## src/rtl/mem_arbiter.sv

```systemverilog
// Main-memory arbiter shared by the I-cache fill path and the D-cache
// fill/writeback path; D side wins unless the I side has waited too long.
module mem_arbiter #(
   parameter int ADDR_W       = 14,
   parameter int LINE_W       = 64,
   parameter int STARVE_LIMIT = 4,
   parameter int TIMEOUT      = 255
) (
   input  logic              clk,
   input  logic              rst,
   input  logic              i_req,
   input  logic [ADDR_W-1:0] i_addr,
   output logic              i_ack,
   output logic [LINE_W-1:0] i_rdata,
   input  logic              d_req,
   input  logic              d_we,
   input  logic [ADDR_W-1:0] d_addr,
   input  logic [LINE_W-1:0] d_wdata,
   output logic              d_ack,
   output logic [LINE_W-1:0] d_rdata,
   output logic              mem_re,
   output logic              mem_we,
   output logic [ADDR_W-1:0] mem_addr,
   output logic [LINE_W-1:0] mem_wdata,
   input  logic [LINE_W-1:0] mem_rdata,
   input  logic              mem_rdy,
   output logic              err
);

   localparam int SW = $clog2(STARVE_LIMIT + 1);
   localparam logic [SW-1:0] LIMIT = SW'(STARVE_LIMIT);
   localparam logic [7:0] TMAX = 8'(TIMEOUT - 1);

   typedef enum logic [1:0] {
      IDLE,
      I_BUSY,
      D_BUSY,
      DONE
   } state_t;

   state_t        state;
   logic [SW-1:0] streak;
   logic [7:0]    timer;
   logic          d_win;

   // D wins unless the I side has already been passed over STARVE_LIMIT times
   assign d_win = d_req && !(i_req && streak == LIMIT);

   // Arbitration FSM; every output is a register updated here
   always_ff @(posedge clk) begin
      if (rst) begin
         state     <= IDLE;
         streak    <= '0;
         timer     <= '0;
         i_ack     <= 1'b0;
         d_ack     <= 1'b0;
         err       <= 1'b0;
         i_rdata   <= '0;
         d_rdata   <= '0;
         mem_re    <= 1'b0;
         mem_we    <= 1'b0;
         mem_addr  <= '0;
         mem_wdata <= '0;
      end else begin
         i_ack <= 1'b0;
         d_ack <= 1'b0;
         err   <= 1'b0;
         unique case (state)
            IDLE: begin
               if (d_win) begin
                  state     <= D_BUSY;
                  mem_addr  <= d_addr;
                  mem_wdata <= d_wdata;
                  mem_we    <= d_we;
                  mem_re    <= ~d_we;
                  timer     <= '0;
                  if (!i_req)
                     streak <= '0;
                  else if (streak != LIMIT)
                     streak <= streak + 1'b1;
               end else if (i_req) begin
                  state    <= I_BUSY;
                  mem_addr <= i_addr;
                  mem_re   <= 1'b1;
                  mem_we   <= 1'b0;
                  timer    <= '0;
                  streak   <= '0;
               end
            end
            I_BUSY, D_BUSY: begin
               if (mem_rdy) begin
                  state  <= DONE;
                  mem_re <= 1'b0;
                  mem_we <= 1'b0;
                  if (state == I_BUSY) begin
                     i_rdata <= mem_rdata;
                     i_ack   <= 1'b1;
                  end else begin
                     if (!mem_we)
                        d_rdata <= mem_rdata;
                     d_ack <= 1'b1;
                  end
               end else if (timer == TMAX) begin
                  // memory never answered: abort with a zero line
                  state  <= DONE;
                  mem_re <= 1'b0;
                  mem_we <= 1'b0;
                  err    <= 1'b1;
                  if (state == I_BUSY) begin
                     i_rdata <= '0;
                     i_ack   <= 1'b1;
                  end else begin
                     d_rdata <= '0;
                     d_ack   <= 1'b1;
                  end
               end else begin
                  timer <= timer + 8'd1;
               end
            end
            DONE: begin
               state <= IDLE;
            end
         endcase
      end
   end

endmodule
```

## config.mk

```make
export PLATFORM = sky130hd
export DESIGN_NAME = mem_arbiter
export DESIGN_NICKNAME = d
export VERILOG_FILES = /design/src/rtl/mem_arbiter.sv
export SDC_FILE = /design/constraint.sdc
export NUM_CORES = 1
export LEC_CHECK = 0
export BUFFER_PORTS_ARGS = -buffer_cell sky130_fd_sc_hd__buf_4
export CAP_MARGIN = 20
export CORE_ASPECT_RATIO = 2
export CORE_MARGIN = 10
export CORE_UTILIZATION = 43
export CTS_BUF_LIST = sky130_fd_sc_hd__clkbuf_8
export CTS_CLUSTER_SIZE = 16
export DETAILED_ROUTE_END_ITERATION = 12
export PLACE_DENSITY = 0.77
export RECOVER_POWER = 25
export SLEW_MARGIN = 10
export SYNTH_ARGS = -nofsm -noshare
export SYNTH_HDL_FRONTEND = slang
export SYNTH_SLANG_ARGS = --single-unit
```

## constraint.sdc

```tcl
create_clock -name clk -period 1.8 [get_ports clk]
set_input_delay 0.09 -clock clk [delete_from_list [all_inputs] [get_ports clk]]
set_output_delay 0.09 -clock clk [all_outputs]
set_load 0.01 [all_outputs]
```

==> impl_metrics.toml, run 1 <==
[global_route]
grt_pass1_vias = 8959
grt_pass1_wl_um = 49600
grt_max_degree = 65
track_usage_pct = 25.4
antenna_found_initial = 2
grt_overflow_total = 0

[yosys]
syn_inst = 759
synthesis.area_um2 = 7720
synth.avg_cell_area_um2 = 10.2
synth_warnings = 0
seq_area_frac_synth_pct = 58.0
ys_seq_elements = 224
synth_nets = 927
synth.distinct_cells = 43

[critical_path]
endpoint_kind = "flop"
crit_arrival_ps = 2150
r2r_cells = 7
r2r_start = "state[0]"
required_ps = 2170
crit_path_start_kind = "flop"
path_max_fanout = 15
crit_start = "state[0]"
path_class = "flop to flop"

[timing]
clock_skew_ps = 22.7
period_minus_slack_ps = 1780
tightestPinTransition_ps = 674
relSlewSlack_pct = 55.0
hold_slack_ps = 121
tns_ps = 0
finalHoldViolCount = 0
setup_viol_count_final = 0
min_period_over_period_pct = 98.9
slew_violations = 0
fmax_ghz = 0.562

[power_and_ir_drop]
ir_worst_vdd_uv = 1030
powerDensity_nw_per_um2 = 1220
p_total_uw = 15600
p_leak_uw = 0.00557

[layout]
fillers = 1235
stdcell_count = 1538
final_util_pct = 72.5
final_net_count = 1468
area.growth.synth_to_final_pct = 66.0
drive_gt1_share_pct = 27.7

[clocking]
cts_made_buffers = 34
clk_pin_slew_worst_paths_ps = 70
clk_path_buf_depth = 3
cts_num_sinks = 224
htree_levels = 2
cts_tree = "done"
cts_root_buf = "clkbuf_8"
clk-insertion-delay-late_ps = 500

[floorplanning]
initial_core_util_pct = 43.6
core_um2 = 17700
fp-row-count = 69
die_x_um = 115
die_area_um2 = 24100
io_pins = 373
dieHeight_um = 210

[job]
maxCapViolations = 0

[placed_design]
routabilityCongestion = 0.841
io_buffers = 372
placed_cells = 1310
hpwl_um = 20000

[route]
ant_nets = 0
firstDrtPassIters = 5
drc_errors = 0
num_vias = 8438
drt_iter0_drc = 506
wl_per_cell_um = 21.8
routed_wl_um = 33500
via_per_inst = 5.49

[worst_hold_path]
min_path_type = "input port to flop"
min_delay_path_depth = 3
worstHoldStart = "rst"

[run_status]
status = "completed"
## layer usage
metal	global-route usage (%)	up-vias	share of wire, %
met4	13.1	0	5.3
met5	0	-	0
met1	26.2	4004	34
li1	-	3811	-
met2	43.5	500	51
met3	9.11	123	9.7
## cell usage after synthesis (all sizes together)
cell type  count  area share, %
and4           1           0.11
o21ai         10           0.65
inv            7           0.34
a21oi         73            4.9
a311oi        14            1.6
a211oi         1           0.16
o21bai         2           0.19
ha             6           0.97
a21o           3           0.29
nand4          2           0.16
and3           4           0.32
nand2b         5           0.40
nor3           4           0.40
a32oi          2           0.23
nor4           1          0.081
buf           36            3.3
o31ai          1           0.16
and2           1          0.081
o21a           2           0.19
a22o         128             15
nand2        149            7.2
o22ai          1          0.081
dfxtp        224             58
a31oi          8           0.84
a2bb2oi        1           0.11
a21boi         1          0.097
a211o          2           0.23
clkbuf        23            1.1
or3            2           0.16
o22a           1           0.11
nor2          20           0.97
and3b          1           0.11
nor3b          1           0.16
nor2b          1          0.081
nand3         21            1.6
## worst paths after layout
check,end,slack [ps]
min reg2reg,mem_wdata[54],450
max reg2reg,i_rdata[25],20
max,i_rdata[25],20
min,mem_re,120
## layout make-up
cell class | count | area, µm² | area share, %
Sequential cell | 224 | 4490 | 35.0
Timing Repair Buffer | 564 | 4430 | 34.6
Multi-Input combinational cell | 469 | 2930 | 22.9
Clock buffer | 44 | 606 | 4.72
Tap cell | 213 | 267 | 2.08
Clock inverter | 15 | 68.8 | 0.537
Inverter | 7 | 26.3 | 0.205
Antenna cell | 2 | 5.00 | 0.0390
## power breakdown
group | leakage [µW] | internal [µW] | switching, µW
logic | 0.00337 | 2260 | 2780
registers | 0.00182 | 5850 | 525
clock network | 0.000380 | 2200 | 1980
## cell usage in the layout, fill, tap and decap left out, types with 2 or more instances in the layout
cell type	instances
diode_2	2
clkbuf_16	4
clkbuf_1	108
a211o_1	2
nor3_1	2
nor2_1	20
a311oi_1	14
nand3_1	18
nand3_2	2
a22o_1	127
nand4_1	2
nand2b_1	5
or3_1	2
o21bai_1	2
a21o_1	2
inv_1	15
clkinv_2	4
dlygate4sd3_1	160
clkinvlp_4	2
o21a_1	2
ha_1	5
dfxtp_1	223
clkbuf_8	44
nand2_1	148
a21oi_1	72
buf_12	9
o21ai_0	10
and3_1	2
a31oi_1	7
a32oi_1	2
buf_4	282
## worst max-delay path, stage by stage, from the launching register on
cell       delay [ps]
dfxtp_1           350
inv_1              50
ha_2              380
and2_1            210
a21oi_4            80
buf_12            150
clkbuf_16         180
a22o_1            250
## registers in the layout (all words and copies together), names as in the netlist
register,flops
d_ack,1
d_rdata,64
err,1
i_ack,1
i_rdata,64
mem_addr,14
mem_re,1
mem_wdata,64
mem_we,1
state,2
streak,3
timer,8
## stage by stage
stage	instance area, µm²	setup slack, ps
2_1_floorplan	7720	58.7
3_3_place_gp	10700	75.6
3_5_place_dp	10700	17.6
4_1_cts	13000	3.62
5_1_grt	12800	-13.1
6_report	12800	19.9
## logic make-up (layout without fill, tap and decap cells)
logic type	count (synthesis)	in the layout	synth area share, %
flops	224	224	58.0
buf+inv	66	630	4.76
fa+ha+maj	6	6	0.972
other cells	0	2	0
simple gates	213	213	11.9
compound gates	250	250	24.3
## what timing repair did
| action | CTS | global route |
|---|---|---|
| hold buffers | 160 | 0 |
| resized for setup | 1 | 13 |
| gates cloned | 1 | 4 |
| endpoints found under the hold margin | 212 | 0 |
| endpoints found under the setup margin | 34 | 130 |
| pin swaps | 2 | 4 |
| setup buffers | 0 | 2 |
No activity file was read; power rests on OpenSTA's default activity.
==> run 2, diff against run 1 <==
PLACE_DENSITY = not set   (was 0.77)
PLACE_DENSITY_LB_ADDON = 0.25   (was not set)
==> run 2 against run 1 <==
Effect of this change: first-iteration DRC count is 13% lower; setup slack better by 23 ps; register-to-register slack better by 20 ps; combinational power rose by 1%; cell area up 1.5%; die area is the same; critical path depth up 1; clock-buffer cell count decreased by 9; critical path type unchanged; critical endpoint is now i_rdata[31].
==> impl_metrics.toml, run 2 (synthesized netlist as in run 1, its figures left out) <==
[run_status]
status = "completed"

[critical_path]
r2r_start = "timer[0]"
crit_slowest_cell = "dfxtp_2"
endpoint_kind = "flop"
rr_endpoint = "i_rdata[31]"
path_class = "flop to flop"
path_cells = "inv_2, ha_4, and4_4, a21o_1, a21oi_4, buf_4, buf_12, a22o_1"
required_ps = 2270
r2r_slack_ps = 40
crit_path_start_kind = "flop"
crit_start = "timer[0]"
r2r_cells = 8
path_max_fanout = 20
slowest_delay_ps = 330
crit_arrival_ps = 2230

[layout]
final_common_cell = "buf_4"
final_area_um2 = 13000
area.growth.synth_to_final_pct = 68.6
fillers = 1184
final_net_count = 1472
drive_gt1_share_pct = 29.0
reg.largest.list = "d_rdata (64), i_rdata (64), mem_wdata (64)"
layout_common_cells = "buf_4, dfxtp_1, dlygate4sd3_1"

[global_route]
grt_pass1_vias = 8660
grt_pass1_wl_um = 48500
grt_busiest_layer = "met2"
met1_usage_pct = 26.5
grt_max_degree = 68
antenna_found_initial = 2
grt_use_met2_pct = 41.8
grt_overflow_total = 0
track_usage_pct = 24.8
gr-usage-met3_pct = 8.71

[timing]
fmax_ghz = 0.569
finalHoldViolCount = 0
slew_violations = 0
rsz0062_at_grt = "true"
relSlewSlack_pct = 51.2
setup_viol_count_final = 0
period_minus_slack_ps = 1760
setup_slack_ps = 42.9
min_period_over_period_pct = 97.6
tns_ps = 0
tightestPinTransition_ps = 732
clock_skew_ps = 17.7

[floorplanning]
core_um2 = 17700
fp-row-count = 69
io_pins = 373
initial_core_util_pct = 43.6
dieHeight_um = 210
die_area_um2 = 24100
die_x_um = 115

[power_and_ir_drop]
powerDensity_nw_per_um2 = 1270
p_leak_uw = 0.00566
ir_worst_vdd_uv = 1090

[placed_design]
place_ws_ps = 28.1
dpl_cell_area_um2 = 10700
io_buffers = 372
routabilityCongestion = 0.807
hpwl_um = 19900

[route]
drt_iter0_drc = 442
num_vias = 8325
drc_errors = 0
via_per_inst = 5.39
routed_wl_um = 33100
wl_per_cell_um = 21.4
ant_nets = 0
firstDrtPassIters = 5

[worst_hold_path]
worstHoldStart = "mem_rdata[36]"
min_path_type = "input port to flop"
min_delay_path_depth = 3
holdPathEnd = "i_rdata[36]"

[clocking]
cts_tree = "done"
clk-insertion-delay-late_ps = 590
cts_num_sinks = 224
cts_made_buffers = 31
clk_pin_slew_worst_paths_ps = 80
cts_root_buf = "clkbuf_8"
clk_path_buf_depth = 3
htree_levels = 1

[job]
maxCapViolations = 0
-- run 2: cell count changes in the layout (fill, tap and decap cells not counted), sizes merged --
cell / delta
clkinvlp: +2
dlygate4sd3: +1
bufinv: +8
clkinv: +5
buf: +12
clkbuf: -15
inv: -7
-- run 2: per-layer routing --
metal  share of wire (%)  vias up
li1                    -     3823
met1                  35     3945
met2                  51      469
met3                 9.8       88
met4                 5.0        0
met5                   0        -
-- run 2: area by class of cell --
cell class	instances	area (µm²)	share of cell area (%)
well taps	213	267	2.05
repair buffers	571	4530	34.8
multi-input cells	469	2910	22.3
inverters	7	26.3	0.202
clock inverters	23	323	2.48
diodes	2	5.00	0.0384
clock buffers	35	482	3.70
flip-flops and latches	224	4490	34.4
-- run 2: how the worst max path moves through the flow --
stage / end / cells past startpoint
global placement: d_rdata[3] / 6
finish: i_rdata[31] / 8
floorplan: i_rdata[10] / 7
CTS: i_rdata[27] / 7
global route: d_rdata[23] / 7
detailed placement: i_rdata[55] / 7
-- run 2: power by group --
group          total (µW)  switching [µW]  leakage [µW]  internal, µW
Combinational        5100            2760       0.00343          2330
Sequential           6390             535       0.00182          5850
Clock                5050            2090      0.000411          2960
Total               16500            5380       0.00566         11100
-- run 2: timing repair --
item,CTS,global route
hold buffers,161,0
pin swaps,1,2
gates resized for setup,0,14
setup endpoints to repair,17,132
cloned,0,6
buffers inserted,0,6
hold endpoints to repair,219,0
-- run 2: through the flow --
| stage | power, µW | hold WS (ps) | utilization (%) | cells |
|---|---|---|---|---|
| 3_5_place_dp | 11200 | 315 | 60.7 | 1311 |
| 3_3_place_gp | 11100 | 308 | 60.7 | 1311 |
| 6_report | 16500 | 265 | 73.6 | 1544 |
| 4_1_cts | 16500 | 233 | 74.4 | 1530 |
| 5_1_grt | 17300 | 254 | 73.6 | 1544 |
| 2_1_floorplan | 8720 | 169 | - | 759 |
-- run 2: worst max-delay path: cells and delay by family (launching register included) --
| family | cells | cell delay, ps |
|---|---|---|
| flops | 1 | 330 |
| fa+ha+maj | 1 | 130 |
| buf+inv | 3 | 410 |
| compound gates | 3 | 510 |
| simple gates | 1 | 240 |
==> run 3, diff against run 2 <==
CORE_UTILIZATION = 41   (was 43)
CTS_BUF_LIST = sky130_fd_sc_hd__clkbuf_16   (was sky130_fd_sc_hd__clkbuf_8)
==> run 3 against run 2 <==
Effect of this change: first-iteration DRC count is 12% higher; register-to-register slack hardly changed; total power is 3.1% lower; critical path depth is 2 lower; cell area is 0.81% lower; setup slack better by 8.5 ps; combinational power is 3% lower; sequential share of layout area is 0.28 points higher; worst hold slack better by 88 ps; highest routed layer unchanged.
==> impl_metrics.toml, run 3 (synthesized netlist as in run 1, its figures left out) <==
[run_status]
status = "completed"

[clocking]
clk_pin_slew_worst_paths_ps = 70
clk-insertion-delay-late_ps = 500
cts_made_buffers = 21
cts_num_sinks = 224
clk_path_buf_depth = 3
cts_root_buf = "clkbuf_16"
cts_tree = "done"
htree_levels = 1

[layout]
final_util_pct = 69.2
final_net_count = 1458
final_common_cell = "buf_4"
drive_gt1_share_pct = 27.5
reg.largest.list = "d_rdata (64), i_rdata (64), mem_wdata (64)"
stdcell_count = 1525
layout_common_cells = "buf_4, dfxtp_1, dlygate4sd3_1"
area.growth.synth_to_final_pct = 67.2

[critical_path]
r2r_slack_ps = 50
crit_path_start_kind = "flop"
required_ps = 2180
r2r_cells = 6
rr_endpoint = "i_rdata[1]"
crit_slowest_cell = "dfxtp_1"
path_max_fanout = 25
cp_top_family = "compound AO/OA/AOI/OAI gates"
path_cells = "and3_1, a21o_1, a21oi_4, buf_12, clkbuf_16, a22o_1"
endpoint_kind = "flop"
r2r_start = "timer[2]"
cp_num_buf_inv = 2
path_class = "flop to flop"
slowest_delay_ps = 440
crit_arrival_ps = 2130

[route]
routed_wl_um = 31400
num_vias = 8158
via_per_inst = 5.35
drt_iter0_drc = 497
ant_nets = 0
firstDrtPassIters = 5
drc_errors = 0
wl_per_cell_um = 20.6

[timing]
slew_violations = 0
rsz0062_at_grt = "true"
period_minus_slack_ps = 1750
hold_slack_ps = 353
fmax_ghz = 0.572
relSlewSlack_pct = 73.7
finalHoldViolCount = 0
setup_viol_count_final = 0
tightestPinTransition_ps = 394
clock_skew_ps = 17.8
min_period_over_period_pct = 97.1

[floorplanning]
die_x_um = 117
initial_core_util_pct = 41.4
die_area_um2 = 25100
dieHeight_um = 214
fp-row-count = 71
core_um2 = 18700
io_pins = 373

[worst_hold_path]
worstHoldStart = "mem_rdata[60]"
holdPathEnd = "i_rdata[60]"
min_path_type = "input port to flop"
min_delay_path_depth = 3

[placed_design]
routabilityCongestion = 0.814
io_buffers = 372
placed_cells = 1317
hpwl_um = 19300

[global_route]
grt_pass1_wl_um = 46200
grt_max_degree = 84
antenna_found_initial = 1
grt_overflow_total = 0
track_usage_pct = 22.7
grt_pass1_vias = 8324

[job]
maxCapViolations = 0

[power_and_ir_drop]
powerDensity_nw_per_um2 = 1240
ir_worst_vdd_uv = 1040
p_leak_uw = 0.00558
run 3: changes by cell type in the layout (fill, tap and decap cells not counted), sizes merged:
| cell | previous run | this run |
|---|---|---|
| clkinv | 9 | 8 |
| inv | 9 | 10 |
| bufinv | 8 | 4 |
| buf | 304 | 300 |
| clkinvlp | 4 | 1 |
| clkbuf | 141 | 127 |
run 3: metal layers:
layer / part of all wire [%] / wire length [µm] / vias to the layer above / global-route usage (%)
li1: - / - / 3776 / -
met1: 35 / 10900 / 3850 / 24.1
met2: 51 / 16100 / 467 / 40.1
met3: 11 / 3450 / 65 / 7.98
met4: 3.1 / 975 / 0 / 7.58
met5: 0 / 0 / - / 0
run 3: worst register-to-register path: stages, from the launching register on:
cell and delay [ps]:
dfxtp_1 440, and3_1 300, a21o_1 220, a21oi_4 80, buf_12 140, clkbuf_16 200
a22o_1 250
run 3: per-stage QoR:
| step | worst slack (ps) | TNS, ps | power [µW] | cell area, µm² |
|---|---|---|---|---|
| finish | 51.4 | 0 | 16000 | 12900 |
| detailed placement | 61.1 | 0 | 11200 | 10800 |
| global placement | 98.7 | 0 | 11100 | 10800 |
| floorplan | 58.7 | 0 | 8720 | 7720 |
| global route | -5.27 | -9.08 | 16700 | 12900 |
| CTS | 23.6 | 0 | 16100 | 13100 |
run 3: final cells by class:
class | instances | area (µm²)
clock buffer | 21 | 526
timing repair buffer | 567 | 4490
tap | 219 | 274
sequential | 224 | 4490
multi-input combinational | 469 | 2920
antenna | 2 | 5.00
fill | 1361 | 5740
clock inverter | 16 | 190
inverter | 7 | 26.3
run 3: what timing repair did:
| action | 4_1_cts | 5_1_grt |
|---|---|---|
| resized for setup | 0 | 13 |
| setup endpoints to repair | 0 | 100 |
| endpoints found under the hold margin | 214 | 0 |
| hold buffers | 161 | 0 |
| buffers inserted | 0 | 3 |
run 3: how the worst max path moves through the flow:
stage / start / to / cells after the start
CTS: timer[0] / i_rdata[32] / 7
global placement: timer[0] / i_rdata[48] / 7
floorplan: timer[0] / i_rdata[10] / 7
detailed placement: timer[0] / i_rdata[57] / 7
finish: timer[2] / i_rdata[1] / 6
global route: timer[0] / i_rdata[35] / 8
run 3: where the power goes:
group	internal, µW	switching (µW)	total, µW
clock	2720	1990	4710
combinational	2260	2680	4940
sequential	5850	512	6360
total	10800	5180	16000
